File: src/rtl/fwd_pkg.sv
// Shared types for the forwarding / load-use hazard unit: bypass select
// encoding, shadow stage record and stage indices.
package fwd_pkg;

    typedef enum logic [1:0] {
        FWD_RF  = 2'b00,
        FWD_WB  = 2'b01,
        FWD_MEM = 2'b10,
        FWD_EXE = 2'b11
    } fwd_sel_e;

    // rd is held at a fixed maximum width and zero-extended from REG_AW
    localparam int RD_W = 8;

    typedef struct packed {
        logic            valid;
        logic [RD_W-1:0] rd;
        logic            we;
        logic            is_load;
    } stage_t;

    localparam int STG_EXE = 0;
    localparam int STG_MEM = 1;
    localparam int STG_WB  = 2;
    localparam int NUM_STG = 3;

    function automatic fwd_sel_e stage_sel(input int idx);
        case (idx)
            STG_EXE: stage_sel = FWD_EXE;
            STG_MEM: stage_sel = FWD_MEM;
            STG_WB:  stage_sel = FWD_WB;
            default: stage_sel = FWD_RF;
        endcase
    endfunction

endpackage

File: src/rtl/fwd_match.sv
// Per-operand source match against the EXE/MEM/WB shadow stages; returns
// the youngest winning bypass and whether that winner is a not-yet-ready load.
module fwd_match
    import fwd_pkg::*;
#(
    parameter int REG_AW   = 5,
    parameter int LOAD_LAT = 1
) (
    input  logic [REG_AW-1:0] i_rs,
    input  logic              i_used,
    input  logic              i_id_valid,
    input  stage_t            i_exe,
    input  stage_t            i_mem,
    input  stage_t            i_wb,
    output fwd_sel_e          o_sel,
    output logic              o_not_ready
);

    stage_t              w_stg [NUM_STG];
    logic [NUM_STG-1:0]  w_hit;
    logic                w_found;

    assign w_stg[STG_EXE] = i_exe;
    assign w_stg[STG_MEM] = i_mem;
    assign w_stg[STG_WB]  = i_wb;

    // rd == 0 is excluded, so an x0 source can never match any stage
    always_comb begin
        for (int s = 0; s < NUM_STG; s++) begin
            w_hit[s] = w_stg[s].valid & w_stg[s].we & (w_stg[s].rd != '0) &
                       (w_stg[s].rd == RD_W'(i_rs)) & i_used & i_id_valid;
        end
    end

    always_comb begin
        o_sel       = FWD_RF;
        o_not_ready = 1'b0;
        w_found     = 1'b0;
        for (int s = 0; s < NUM_STG; s++) begin
            if (!w_found && w_hit[s]) begin
                w_found = 1'b1;
                if (w_stg[s].is_load && (s < LOAD_LAT)) begin
                    o_not_ready = 1'b1;
                end else begin
                    o_sel = stage_sel(s);
                end
            end
        end
    end

endmodule

File: src/rtl/fwd_hazard_unit.sv
// Forwarding and load-use hazard controller with its own EXE/MEM/WB shadow
// pipeline. Optional stall counter enabled by defining FWD_PERF_CNT_EN.
module fwd_hazard_unit
    import fwd_pkg::*;
#(
    parameter int REG_AW   = 5,
    parameter int NUM_SRC  = 2,
    parameter int LOAD_LAT = 1
) (
    input  logic                      CLK,
    input  logic                      RESET_N,
    input  logic                      PIPE_ADV,
    input  logic                      FLUSH,
    input  logic                      ID_VALID,
    input  logic [NUM_SRC*REG_AW-1:0] ID_RS_ADDR,
    input  logic [NUM_SRC-1:0]        ID_RS_USED,
    input  logic [REG_AW-1:0]         ID_RD_ADDR,
    input  logic                      ID_RD_WE,
    input  logic                      ID_IS_LOAD,
    output logic [NUM_SRC*2-1:0]      FWD_SEL,
    output logic                      STALL
`ifdef FWD_PERF_CNT_EN
    ,
    output logic [31:0]               STALL_CNT
`endif
);

    stage_t             r_exe;
    stage_t             r_mem;
    stage_t             r_wb;
    stage_t             w_exe_nxt;
    fwd_sel_e           w_sel [NUM_SRC];
    logic [NUM_SRC-1:0] w_not_ready;

    for (genvar i = 0; i < NUM_SRC; i++) begin : g_src
        fwd_match #(
            .REG_AW   (REG_AW),
            .LOAD_LAT (LOAD_LAT)
        ) u_match (
            .i_rs        (ID_RS_ADDR[i*REG_AW +: REG_AW]),
            .i_used      (ID_RS_USED[i]),
            .i_id_valid  (ID_VALID),
            .i_exe       (r_exe),
            .i_mem       (r_mem),
            .i_wb        (r_wb),
            .o_sel       (w_sel[i]),
            .o_not_ready (w_not_ready[i])
        );
        assign FWD_SEL[i*2 +: 2] = w_sel[i];
    end

    assign STALL = |w_not_ready;

    // A stalled or flushed ID instruction enters EXE as a bubble
    always_comb begin
        w_exe_nxt = '0;
        if (ID_VALID && !STALL && !FLUSH) begin
            w_exe_nxt.valid   = 1'b1;
            w_exe_nxt.rd      = RD_W'(ID_RD_ADDR);
            w_exe_nxt.we      = ID_RD_WE;
            w_exe_nxt.is_load = ID_IS_LOAD;
        end
    end

    always_ff @(posedge CLK or negedge RESET_N) begin
        if (!RESET_N) begin
            r_exe <= '0;
            r_mem <= '0;
            r_wb  <= '0;
        end else if (PIPE_ADV) begin
            r_wb  <= r_mem;
            r_mem <= r_exe;
            r_exe <= w_exe_nxt;
        end
    end

`ifdef FWD_PERF_CNT_EN
    logic [31:0] r_stall_cnt;

    always_ff @(posedge CLK or negedge RESET_N) begin
        if (!RESET_N) begin
            r_stall_cnt <= '0;
        end else if (STALL && PIPE_ADV && !FLUSH && (r_stall_cnt != 32'hFFFF_FFFF)) begin
            r_stall_cnt <= r_stall_cnt + 32'd1;
        end
    end

    assign STALL_CNT = r_stall_cnt;
`endif

endmodule

File: config.mk
export PLATFORM = sky130hd
export DESIGN_NAME = fwd_hazard_unit
export DESIGN_NICKNAME = d
export VERILOG_FILES = /design/src/rtl/fwd_pkg.sv /design/src/rtl/fwd_match.sv /design/src/rtl/fwd_hazard_unit.sv
export SDC_FILE = /design/constraint.sdc
export NUM_CORES = 1
export LEC_CHECK = 0
export ABC_CLOCK_PERIOD_IN_PS = 5400
export CAP_MARGIN = 30
export CORE_AREA = 2 2 59 61
export CTS_CLUSTER_SIZE = 14
export DETAILED_ROUTE_END_ITERATION = 10
export DIE_AREA = 0 0 61 63
export DONT_BUFFER_PORTS = 1
export GPL_ROUTABILITY_DRIVEN = 0
export GPL_TIMING_DRIVEN = 1
export PLACE_DENSITY = 0.68
export SLEW_MARGIN = 20
export SYNTH_ARGS = -nofsm -noshare
export SYNTH_HDL_FRONTEND = slang
export SYNTH_HIERARCHICAL = 1
export SYNTH_SLANG_ARGS = --single-unit
File: constraint.sdc
create_clock -name CLK -period 5.4 [get_ports CLK]
set_input_delay 0.81 -clock CLK [delete_from_list [all_inputs] [get_ports CLK]]
set_output_delay 0.81 -clock CLK [all_outputs]
set_load 0.005 [all_outputs]
After elaboration in Yosys (flattened, before gate mapping)
Cells that the tools add are included.

word-level totals
  flip-flop bits (word level) = 31
  latch bits = 0
  bits in writable memories = 0
  bits in read-only memories = 0
  input port bits = 24
  output and inout port bits = 5
  memories = 0

operators by class
  add/subtract/negate cells = 0
  multiply operators = 0
  divide/modulo/power cells = 0
  order comparisons = 0
  eq/ne operators = 6
  shift operators = 0
  muxes and demuxes = 15
  bitwise gates (word level) = 24
  reduce and logical (&&, ||, !) cells = 16

operator list
  operator           count
  $eq 8x5->1         6
  $and 1x1->1        24
  $reduce_bool 8->1  3
  $mux 2             7
  $mux 11            1
  $mux 1             7
  $logic_and 1x1->1  6
  $logic_not 1->1    6
  $reduce_or 2->1    1

Depth between registers and ports, before layout
Gate-level depths: netlist (run 1).

  depth after elaboration = 12
  depth in mapped cells = 6
  mapped depth without buffers = 6

Cells and area by module
The synthesis (run 1) kept the hierarchy.

modules (own cells, without submodules)
  module           instances  cells an instance  area an instance (um^2)  sequential area each (um^2)
  fwd_hazard_unit  1          62                 949.7                    600.6
  fwd_match        2          40                 291.5                    0.0

Worst setup path before layout (run 1)
Ideal clock, no wire load.

  path type = input-to-output
  from = input port ID_RS_ADDR[3]
  to = output port FWD_SEL[1]
  arrival time = 1.811 ns
  required time = 4.590 ns
  slack = 2.779 ns
  cell stages on the path = 4
  buffers on the path = 0
  cell sequence = xor2_1 -> nor4_1 -> and3_2 -> mux2_1

between the ends
  longest elaborated chain between the ends = 11

ends and longest elaborated chain
  item                      RTL line               text
  start, declared           fwd_hazard_unit.sv:15  input logic [NUM_SRC*REG_AW-1:0] ID_RS_ADDR,
  $eq 8x5->1                fwd_match.sv:31        (w_stg[s].rd == RD_W'(i_rs)) & i_used & i_id_valid;
  $and 1x1->1               fwd_match.sv:30        w_hit[s] = w_stg[s].valid & w_stg[s].we & (w_stg[s].rd != '0) &
  $and 1x1->1 (2 in a row)  fwd_match.sv:31
  $mux 1                    fwd_match.sv:40        if (!w_found && w_hit[s]) begin
  $logic_not 1->1           fwd_match.sv:40
  $logic_and 1x1->1         fwd_match.sv:40
  $mux 1                    fwd_match.sv:40
  $logic_not 1->1           fwd_match.sv:40
  $logic_and 1x1->1         fwd_match.sv:40
  $mux 2 (*)                fwd_match.sv:40
  end, declared             fwd_hazard_unit.sv:20  output logic [NUM_SRC*2-1:0] FWD_SEL,

Every way passes the cells marked *; elsewhere a longest branch is shown, timed or not.

Worst setup path in the final report (run 1)
  from = register r_exe[5] in the netlist's numbering
  to = output port FWD_SEL[3]

between the ends
  longest elaborated chain between the ends = 12

ends and longest elaborated chain
  item                          RTL line               text
  start, declared               fwd_hazard_unit.sv:28  stage_t r_exe;
  start signal, assigned        fwd_hazard_unit.sv:73  r_exe <= w_exe_nxt;
  $reduce_bool 8->1             fwd_match.sv:30
  $and 1x1->1                   fwd_match.sv:30
  $and 1x1->1 (*)               fwd_match.sv:30
  $and 1x1->1 (*) (2 in a row)  fwd_match.sv:31
  $mux 1                        fwd_match.sv:40
  $logic_not 1->1               fwd_match.sv:40
  $logic_and 1x1->1             fwd_match.sv:40
  $mux 1                        fwd_match.sv:40
  $logic_not 1->1               fwd_match.sv:40
  $logic_and 1x1->1             fwd_match.sv:40
  $mux 2 (*)                    fwd_match.sv:40

Marked as above.

==> summary.md, run 1 <==
| Metric | Value |
|---|---|
| Post-Syn Area | 1460 µm² |
| DR DRC count | 0 |
| Core ar. | 3230 µm² |
| Fin crit period | 3.04 ns |
| Register area | 551 µm² |
| Total power | 0.329 mW |
| CTS max path bufs | 2 |
| I/O pins | 29 |
| Horiz. Die Dim | 61 µm |
| CP Capture Type | output pin |
| Port buffer count | 0 |
| Period utilization | 56.2% |
| Clk_skew | 0.00641 ns |
| Clk_lat worst skew | 0.31 ns |
| Count of final setup violators | 0 |
| Placed cells | 198 |
| Critical path peak fanout | 6 |
| Hold slack | 0.177 ns |
| M2 GR Usage | 31.0% |
| Rows | 21 |
| Vias | 1,123 |
| Worst path required time | 4.59 ns |
| Crit path cell chain | xor2_1, nor4_1, and3_2, mux2_1 |
| Diodes inserted | 0 |
| Slew @ Worst Pin | 0.614 ns |
| Pre-antenna DRT Iters | 4 |
| Number of gates resized after CTS | 0 |
| Outcome | finished clean |
| HPWL after DPL | 2540 µm |
| CTS H-tree lvls | 1 |
| Final WL | 3270 µm |
| Initial Util | 45.2% |
| Layout area overhead | 8.83% |
| Worst vdd ir | 0.103 mV |
| Final hold vios | 0 |
| First-pass GRT wire length | 5520 µm |
| Clk root buf | clkbuf_4 |
| Setup CP Type | reg -> out |
| Pin count of the biggest net entering global routing | 30 |
| Synth warn | 6 |
| Initial DRC count | 37 |
| Max incr delay on CP | 0.58 ns |
| Fmax | 329 MHz |
| Die height | 63 µm |
| CTS tree | yes |
| GR Util All Layers | 18.9% |
| Fillcell total | 306 |
| Vias in the first global route | 1,165 |
| RSZ-0062 raised after global routing | no |
| Area of the die | 3840 µm² |
| Post-CTS Hold Fix Bufs | 0 |
| Gr busiest metal | met2 |
| Worst endpoint data arrival time | 2.23 ns |
| CP Launch Type | flop |
| Share of cells above drive strength 1 | 7.74% |
| Wire per inst | 16.2 µm |
| Post-route ant nets | 0 |
| Met1 usage | 24.9% |
| CP max-delay cell | nor4_1 |
| Met3 GRT Util | 2.69% |
| Area of the multi-input gates | 947 µm² |
| Max transition margin | 58.7% |
| Setup_tns | 0 ns |
| Sink Count | 22 |
| Leak pwr | 0.670 nW |
| Final net count | 181 |
| Syn Area/Cell | 10.6 µm² |
| PD cells | 207 nW/µm² |
| Clock-pin transition on the worst setup and hold timing paths | 0.12 ns |
| DR vias/cell | 5.59 |
| Min-Delay Path Class | in -> async |
| Antenna violations before repair | 0 |
| Non-Filler Instances | 201 |
| Final core occ | 49.2% |
| Post-CTS Setup Inserts | 0 |
| Gr ovfl total | 0 |
| CTS buffer count | 3 |
| Syn Inst Count | 138 |
| Slew Limit Fails | 0 |
| Maxcap violations | 0 |
[worst paths after layout]
check	from	to	slack, ns	cells past startpoint
max	r_exe[5]$_DFFE_PN0P_	FWD_SEL[3]	2.36	4
min	RESET_N	r_mem[5]$_DFFE_PN0P_	0.18	0
max reg2reg	r_exe[5]$_DFFE_PN0P_	r_exe[10]$_DFFE_PN0P_	3.14	6
min reg2reg	r_wb[10]$_DFFE_PN0P_	r_wb[10]$_DFFE_PN0P_	0.54	1
max in group asynchronous	RESET_N	r_wb[10]$_DFFE_PN0P_	5.14	0
min in group CLK	r_wb[10]$_DFFE_PN0P_	r_wb[10]$_DFFE_PN0P_	0.54	1
[metal layers]
metal  up-vias  part of all wire, %
met1       556                   43
met5         -                    0
met4         0                  2.8
li1        533                    -
met3         8                  4.7
met2        26                   50
[worst max-delay path, delay by kind of cell (launching register included)]
family / cells / cell delay (ns)
DFF: 1 / 0.49
muxes: 1 / 0.35
and+or+nand+nor: 2 / 0.89
xor gates and xnor gates: 1 / 0.20
[sequential cells by signal, summed over array words and instances, names as in the netlist]
| name | flops |
|---|---|
| r_exe | 8 |
| r_wb | 7 |
| r_mem | 7 |
[cell usage in the layout, fill, tap and decap left out]
cell,instances
a2111oi_2,2
a21oi_1,2
a31o_1,6
and2_1,2
and3_2,2
clkbuf_4,3
conb_1,18
dfrtp_1,22
inv_1,3
mux2_1,17
nand2_1,6
nand3_1,2
nand3b_1,4
nand4_1,6
nand4b_1,1
nor2_1,4
nor2b_1,6
nor3_1,2
nor4_1,8
nor4b_4,1
o21ai_0,2
o22ai_1,1
o41ai_1,2
o41ai_2,2
or2_1,1
or2_2,2
or3_1,2
or4_1,2
xnor2_1,16
xor2_1,8
[power by group]
| part | switching, mW | total (mW) | leakage (nW) | internal (mW) |
|---|---|---|---|---|
| Sequential | 0.0211 | 0.199 | 0.295 | 0.178 |
| Clock | 0.0492 | 0.0752 | 0.0138 | 0.0260 |
| Combinational | 0.0228 | 0.0549 | 0.361 | 0.0321 |
| Total | 0.0931 | 0.329 | 0.670 | 0.236 |
[layout make-up]
type,count,area share (%)
inverter,3,0.709
tap,46,3.62
clock buffer,3,1.42
sequential,22,34.6
multi-input combinational,127,59.6
[stage by stage]
step / setup slack [ns] / cell area (µm²)
floorplan: 2.78 / 1520
global placement: 2.54 / 1570
detailed placement: 2.50 / 1570
CTS: 2.44 / 1590
global route: 2.35 / 1590
finish: 2.36 / 1590
Power figures use the tool's default switching activity.
==> run 2: changes to the inputs <==
--- a/config.mk
+++ b/config.mk
@@ -5,7 +5,7 @@
 export SDC_FILE = /design/constraint.sdc
 export NUM_CORES = 1
 export LEC_CHECK = 0
-export ABC_CLOCK_PERIOD_IN_PS = 5400
+export ABC_CLOCK_PERIOD_IN_PS = 3000
 export CAP_MARGIN = 30
 export CORE_AREA = 2 2 59 61
 export CTS_CLUSTER_SIZE = 14
==> constraint.sdc (replaced) <==
create_clock -name CLK -period 3 [get_ports CLK]
set_input_delay 0.45 -clock CLK [delete_from_list [all_inputs] [get_ports CLK]]
set_output_delay 0.45 -clock CLK [all_outputs]
set_load 0.005 [all_outputs]
==> run 2 against run 1 <==
Sequential power grew 79%. Die area is the same. Sequential cell count is the same. Routed wire length shrank 3.6%. Clock power grew 110%. Register-to-register slack lost 2.3 ns. Worst setup slack lost 1.8 ns. First-iteration DRC count grew 89%. Global-route usage shrank 0.64 points. Core utilization grew 0.58 points. Sequential share of layout area shrank 0.40 points. Critical endpoint unchanged.
==> summary.md, run 2 (synthesis gave the netlist of run 1 again) <==
| Metric | Value |
|---|---|
| Initial Util | 45.2% (unchanged) |
| DR vias/cell | 5.35 (-4.2%) |
| Clk_lat worst skew | 0.30 ns (about the same) |
| Total power | 0.621 mW (+88%) |
| Slew Limit Fails | 0 (unchanged) |
| Maxcap violations | 0 (unchanged) |
| CTS H-tree lvls | 1 (unchanged) |
| Rows | 21 (unchanged) |
| Min-Delay Path Class | in -> async |
| Pre-antenna DRT Iters | 4 (unchanged) |
| Vias in the first global route | 1,138 (-2.3%) |
| Area of the die | 3840 µm² (unchanged) |
| Max reg flops | 8 (unchanged) |
| Count of final setup violators | 0 (unchanged) |
| Setup CP Type | reg -> out |
| Worst path required time | 2.55 ns (-2.04 ns) |
| Leak pwr | 0.681 nW (+1.7%) |
| Gr ovfl total | 0 (unchanged) |
| Fin crit period | 2.47 ns |
| RSZ-0062 raised after global routing | no |
| Max transition margin | 66.9% (+8.3 points) |
| CTS max path bufs | 2 (unchanged) |
| Layout area overhead | 10.1% |
| GR Util All Layers | 18.3% (-0.64 points) |
| Share of cells above drive strength 1 | 8.92% (+1.2 points) |
| Clk root buf | clkbuf_4 |
| Horiz. Die Dim | 61 µm (unchanged) |
| Core ar. | 3230 µm² (unchanged) |
| Post-route ant nets | 0 (unchanged) |
| Final net count | 182 (+0.55%) |
| CP Launch Type | flop |
| Largest registers | r_exe: 8 flops, r_mem: 7 flops, r_wb: 7 flops |
| Most common cell after layout, fill and taps aside | dfrtp_1 |
| I/O pins | 29 (unchanged) |
| Number of gates resized after CTS | 0 (unchanged) |
| Vias | 1,087 (-3.2%) |
| CTS tree | yes |
| Most frequent cells in the layout | 22 x dfrtp_1, 18 x conb_1, 17 x mux2_1 |
| PD cells | 386 nW/µm² (+86%) |
| CP Capture Type | output pin |
| Antenna violations before repair | 0 (unchanged) |
| Fmax | 406 MHz |
| HPWL after DPL | 2480 µm (-2.5%) |
| Setup_tns | 0 ns (unchanged) |
| Period utilization | 82.2% |
| Initial DRC count | 70 (+89%) |
| Port buffer count | 0 (unchanged) |
| DR DRC count | 0 (unchanged) |
| Clock-pin transition on the worst setup and hold timing paths | 0.12 ns (about the same) |
| Worst vdd ir | 0.193 mV (+87%) |
| Worst endpoint data arrival time | 2.02 ns (-0.21 ns) |
| Final hold vios | 0 (unchanged) |
| Final core occ | 49.7% (+0.58 points) |
| CTS buffer count | 3 (unchanged) |
| Clk_skew | 0.00285 ns (-0.00356 ns) |
| Critical path peak fanout | 6 (unchanged) |
| Sink Count | 22 (unchanged) |
| Outcome | finished clean |
| Die height | 63 µm (unchanged) |
| Final WL | 3150 µm (-3.6%) |
| Pin count of the biggest net entering global routing | 30 (unchanged) |
| First-pass GRT wire length | 5310 µm (-3.8%) |
| Diodes inserted | 0 (unchanged) |
| Slew @ Worst Pin | 0.494 ns (-0.120 ns) |
| Largest register by flop count | r_exe |
| Wire per inst | 15.5 µm (-4.5%) |
| Fillcell total | 296 (-3.3%) |
-- run 2: cell count changes in the layout (fill, tap and decap cells not counted) --
cell      previous run  this run
buf_2                0         1
clkbuf_8             0         1
-- run 2: repair_timing --
action,CTS,global route
buffers inserted,0,0
endpoints found under the hold margin,22,0
hold buffers,1,0
-- run 2: worst paths after layout --
check                                startpoint                    end  slack (ns)  depth (start not counted)
setup reg to reg           r_exe[3]$_DFFE_PN0P_   r_exe[3]$_DFFE_PN0P_        0.87                          6
min in group CLK                       PIPE_ADV   r_exe[4]$_DFFE_PN0P_        0.26                          1
hold / removal                          RESET_N   r_mem[4]$_DFFE_PN0P_         0.1                          1
setup / recovery           r_exe[3]$_DFFE_PN0P_             FWD_SEL[3]        0.53                          4
max in group asynchronous               RESET_N  r_exe[10]$_DFFE_PN0P_        2.57                          1
hold reg to reg             r_wb[1]$_DFFE_PN0P_    r_wb[1]$_DFFE_PN0P_        0.53                          1
-- run 2: routing by layer --
layer	vias up	routed length [µm]	global-route usage, %
li1	529	-	-
met1	535	1410	23.5
met2	21	1570	30.8
met3	2	154	4.55
met4	0	14	3.26
met5	-	0	0
-- run 2: power breakdown --
| group | internal (mW) | switching, mW |
|---|---|---|
| registers | 0.320 | 0.0365 |
| logic | 0.0583 | 0.0450 |
| clock network | 0.0739 | 0.0866 |
| total | 0.453 | 0.168 |
-- run 2: area by class of cell --
| cell class | count | area, µm² | area share, % |
|---|---|---|---|
| repair buffers | 1 | 5.00 | 0.311 |
| multi-input cells | 127 | 947 | 58.9 |
| flip-flops and latches | 22 | 551 | 34.2 |
| well taps | 46 | 57.6 | 3.58 |
| clock buffers | 4 | 36.3 | 2.26 |
| inverters | 3 | 11.3 | 0.700 |
-- run 2: metrics by stage --
stage	instance area (µm²)	hold WS, ns	setup slack [ns]	std cells
after floorplan	1520	0.154	1.10	155
after global placement	1570	0.155	0.889	198
after detailed placement	1570	0.155	0.878	198
after CTS	1610	0.245	0.529	203
after global routing	1610	0.114	0.396	203
final	1610	0.0965	0.535	203
-- run 2: worst max-delay path, stage by stage (launching register included) --
cell and delay [ns]:
dfrtp_1 0.48, xor2_1 0.19, nor4_1 0.40, and3_2 0.28, mux2_1 0.36
==> run 3: changes to the inputs <==
--- a/config.mk
+++ b/config.mk
@@ -5,7 +5,7 @@
 export SDC_FILE = /design/constraint.sdc
 export NUM_CORES = 1
 export LEC_CHECK = 0
-export ABC_CLOCK_PERIOD_IN_PS = 3000
+export ABC_CLOCK_PERIOD_IN_PS = 2480
 export CAP_MARGIN = 30
 export CORE_AREA = 2 2 59 61
 export CTS_CLUSTER_SIZE = 14
==> constraint.sdc (replaced) <==
create_clock -name CLK -period 2.48 [get_ports CLK]
set_input_delay 0.372 -clock CLK [delete_from_list [all_inputs] [get_ports CLK]]
set_output_delay 0.372 -clock CLK [all_outputs]
set_load 0.005 [all_outputs]
==> run 3 against run 2 <==
Highest routed layer unchanged. Core utilization rose by 1.1 points. Critical path type unchanged. Worst hold slack better by 0.076 ns. Register-to-register slack got worse by 0.49 ns. Largest power group unchanged. First-iteration DRC count is 19% lower. Routed wire length up 9.4%. Clock power down 3%. Global-route usage up 1.6 points. Largest cell class unchanged. Die area did not move. Clock-buffer cell count is 1 lower.
==> summary.md, run 3 (synthesis gave the netlist of run 1 again) <==
| Metric | Value |
|---|---|
| Outcome | finished clean |
| HPWL after DPL | 2680 µm (+8.0%) |
| Post-route ant nets | 0 (unchanged) |
| Horiz. Die Dim | 61 µm (unchanged) |
| Total power | 0.728 mW (+17%) |
| Design Area, Final | 1640 µm² (+2.2%) |
| Fmax | 427 MHz |
| Area of the die | 3840 µm² (unchanged) |
| Worst endpoint data arrival time | 1.97 ns (-0.05 ns) |
| Wire per inst | 16.9 µm (+8.8%) |
| Count of final setup violators | 0 (unchanged) |
| CTS buffer count | 3 (unchanged) |
| Reg-to-reg startpoint | r_exe[4]$_DFFE_PN0P_ |
| NetSw | 0.207 mW (+23%) |
| Diodes inserted | 0 (unchanged) |
| Clk_skew | 0.00307 ns (+0.000216 ns) |
| Final hold vios | 0 (unchanged) |
| Max reg flops | 8 (unchanged) |
| Largest delay share family, worst path | simple AND/OR/NAND/NOR gates |
| Vias | 1,129 (+3.9%) |
| Crit path cell chain | xor2_1, nor4_2, buf_4, and3_2, and2_1, or2_1 |
| Core ar. | 3230 µm² (unchanged) |
| Reg2Reg Depth | 7 (+1) |
| Most frequent cells in the layout | 20 x dfrtp_1, 18 x conb_1, 17 x mux2_1 |
| Part of the power in registers | 59.7% (+2.2 points) |
| Final core occ | 50.8% (+1.1 points) |
| Critical path peak fanout | 6 (unchanged) |
| Net Sw Frac | 28.5% (+1.4 points) |
| Share of cells above drive strength 1 | 12.0% (+3.1 points) |
| Clk root buf | clkbuf_4 |
| Buf/Inv on CP | 1 (+1) |
| Setup_tns | 0 ns (unchanged) |
| CP Launch Type | flop |
| Most common cell after layout, fill and taps aside | dfrtp_1 |
| PD cells | 443 nW/µm² (+15%) |
| Max incr delay on CP | 0.49 ns (about the same) |
| First-pass GRT wire length | 5620 µm (+5.8%) |
| RSZ-0062 raised after global routing | no |
| Rows | 21 (unchanged) |
| Fillcell total | 305 (+3.0%) |
| CTS tree | yes |
| Fin crit period | 2.34 ns |
| Clock-pin transition on the worst setup and hold timing paths | 0.11 ns (about the same) |
| Pin count of the biggest net entering global routing | 30 (unchanged) |
| Sink Count | 22 (unchanged) |
| DR vias/cell | 5.53 (+3.4%) |
| Min-Delay Path Class | in -> reg |
| Setup CP Type | reg -> out |
| Largest register by flop count | r_exe |
| R2R Setup Slk | 0.38 ns (-0.49 ns) |
| Vias in the first global route | 1,159 (+1.8%) |
| Logic pwr share | 18.9% (+2.3 points) |
| GR Util All Layers | 19.8% (+1.6 points) |
| Area of placed instances | 1570 µm² (unchanged) |
| Clk_lat worst skew | 0.30 ns (about the same) |
| Initial DRC count | 57 (-19%) |
| Final WL | 3450 µm (+9.4%) |
| Critical Path Sink | STALL |
| DR DRC count | 0 (unchanged) |
| Initial Util | 45.2% (unchanged) |
| Final net count | 184 (+1.1%) |
| Internal power | 0.520 mW (+15%) |
| CP max-delay cell | dfrtp_1 |
| Pre-antenna DRT Iters | 4 (unchanged) |
| Layout area overhead | 12.5% |
| Die height | 63 µm (unchanged) |
| Antenna violations before repair | 0 (unchanged) |
| CP Capture Type | output pin |
| Worst Setup SP | r_exe[4]$_DFFE_PN0P_ |
| Clk pwr share | 21.4% (-4.5 points) |
| Maxcap violations | 0 (unchanged) |
| Slew Limit Fails | 0 (unchanged) |
| Gr ovfl total | 0 (unchanged) |
| Slew @ Worst Pin | 0.522 ns (+0.0279 ns) |
| CTS H-tree lvls | 1 (unchanged) |
| Levels on crit path | 6 (+2) |
| I/O pins | 29 (unchanged) |
| Worst path required time | 2.11 ns (-0.44 ns) |
| R2R Path End | r_exe[2]$_DFFE_PN0P_ |
| Leak pwr | 0.686 nW (+0.74%) |
| Worst vdd ir | 0.235 mV (+22%) |
| Port buffer count | 0 (unchanged) |
| Largest registers | r_exe: 8 flops, r_mem: 7 flops, r_wb: 7 flops |
| CTS max path bufs | 2 (unchanged) |
| Max transition margin | 64.8% (-2.2 points) |
| Period utilization | 94.5% |
## run 3: changes by cell type in the layout (fill, tap and decap cells not counted), moves of 2 or more
cell | previous run | this run
nor4_1 | 8 | 5
dfrtp_2 | 0 | 2
nor4_2 | 0 | 3
dfrtp_1 | 22 | 20
## run 3: layer usage
| layer | vias to the layer above | GRT usage [%] | share of wire (%) |
|---|---|---|---|
| li1 | 535 | - | - |
| met1 | 558 | 26.6 | 43 |
| met2 | 32 | 31.3 | 49 |
| met3 | 4 | 3.31 | 5.5 |
| met4 | 0 | 7.61 | 1.6 |
| met5 | - | 0 | 0 |
## run 3: what timing repair did
action | CTS | global route
endpoints found under the setup margin | 2 | 3
buffers inserted | 0 | 1
pin swaps | 0 | 1
gates resized for setup | 1 | 4
hold buffers | 1 | 0
hold endpoints to repair | 22 | 0
## run 3: final cells by class
cell class                      count  area, µm²  share of cell area, %
Multi-Input combinational cell    127        966                   58.8
Sequential cell                    22        553                   33.7
Tap cell                           46       57.6                   3.50
Timing Repair Buffer                3       32.5                   1.98
Clock buffer                        3       22.5                   1.37
Inverter                            3       11.3                  0.685
## run 3: per-stage QoR
step	hold slack (ns)	cells	setup slack, ns
2_1_floorplan	0.0764	155	0.657
3_3_place_gp	0.0771	198	0.344
3_5_place_dp	0.0771	198	0.284
4_1_cts	0.158	202	0.0583
5_1_grt	0.154	204	0.00394
6_report	0.172	204	0.137
## run 3: how the worst min path moves through the flow
stage,from,to,slack [ns],depth (start not counted)
floorplan,RESET_N,r_exe[0]$_DFFE_PN0P_,0.08,0
global placement,RESET_N,r_mem[5]$_DFFE_PN0P_,0.08,0
detailed placement,RESET_N,r_mem[5]$_DFFE_PN0P_,0.08,0
CTS,PIPE_ADV,r_exe[4]$_DFFE_PN0P_,0.16,1
global route,PIPE_ADV,r_exe[4]$_DFFE_PN0P_,0.15,1
finish,PIPE_ADV,r_exe[4]$_DFFE_PN0P_,0.17,1
## run 3: power by group through the flow
stage | Combinational, mW | Sequential [mW] | Clock [mW]
after global placement | 0.114 | 0.437 | 0
final | 0.137 | 0.434 | 0.156
after floorplan | 0.109 | 0.425 | 0
after CTS | 0.130 | 0.433 | 0.165
after detailed placement | 0.119 | 0.440 | 0
after global routing | 0.152 | 0.441 | 0.187
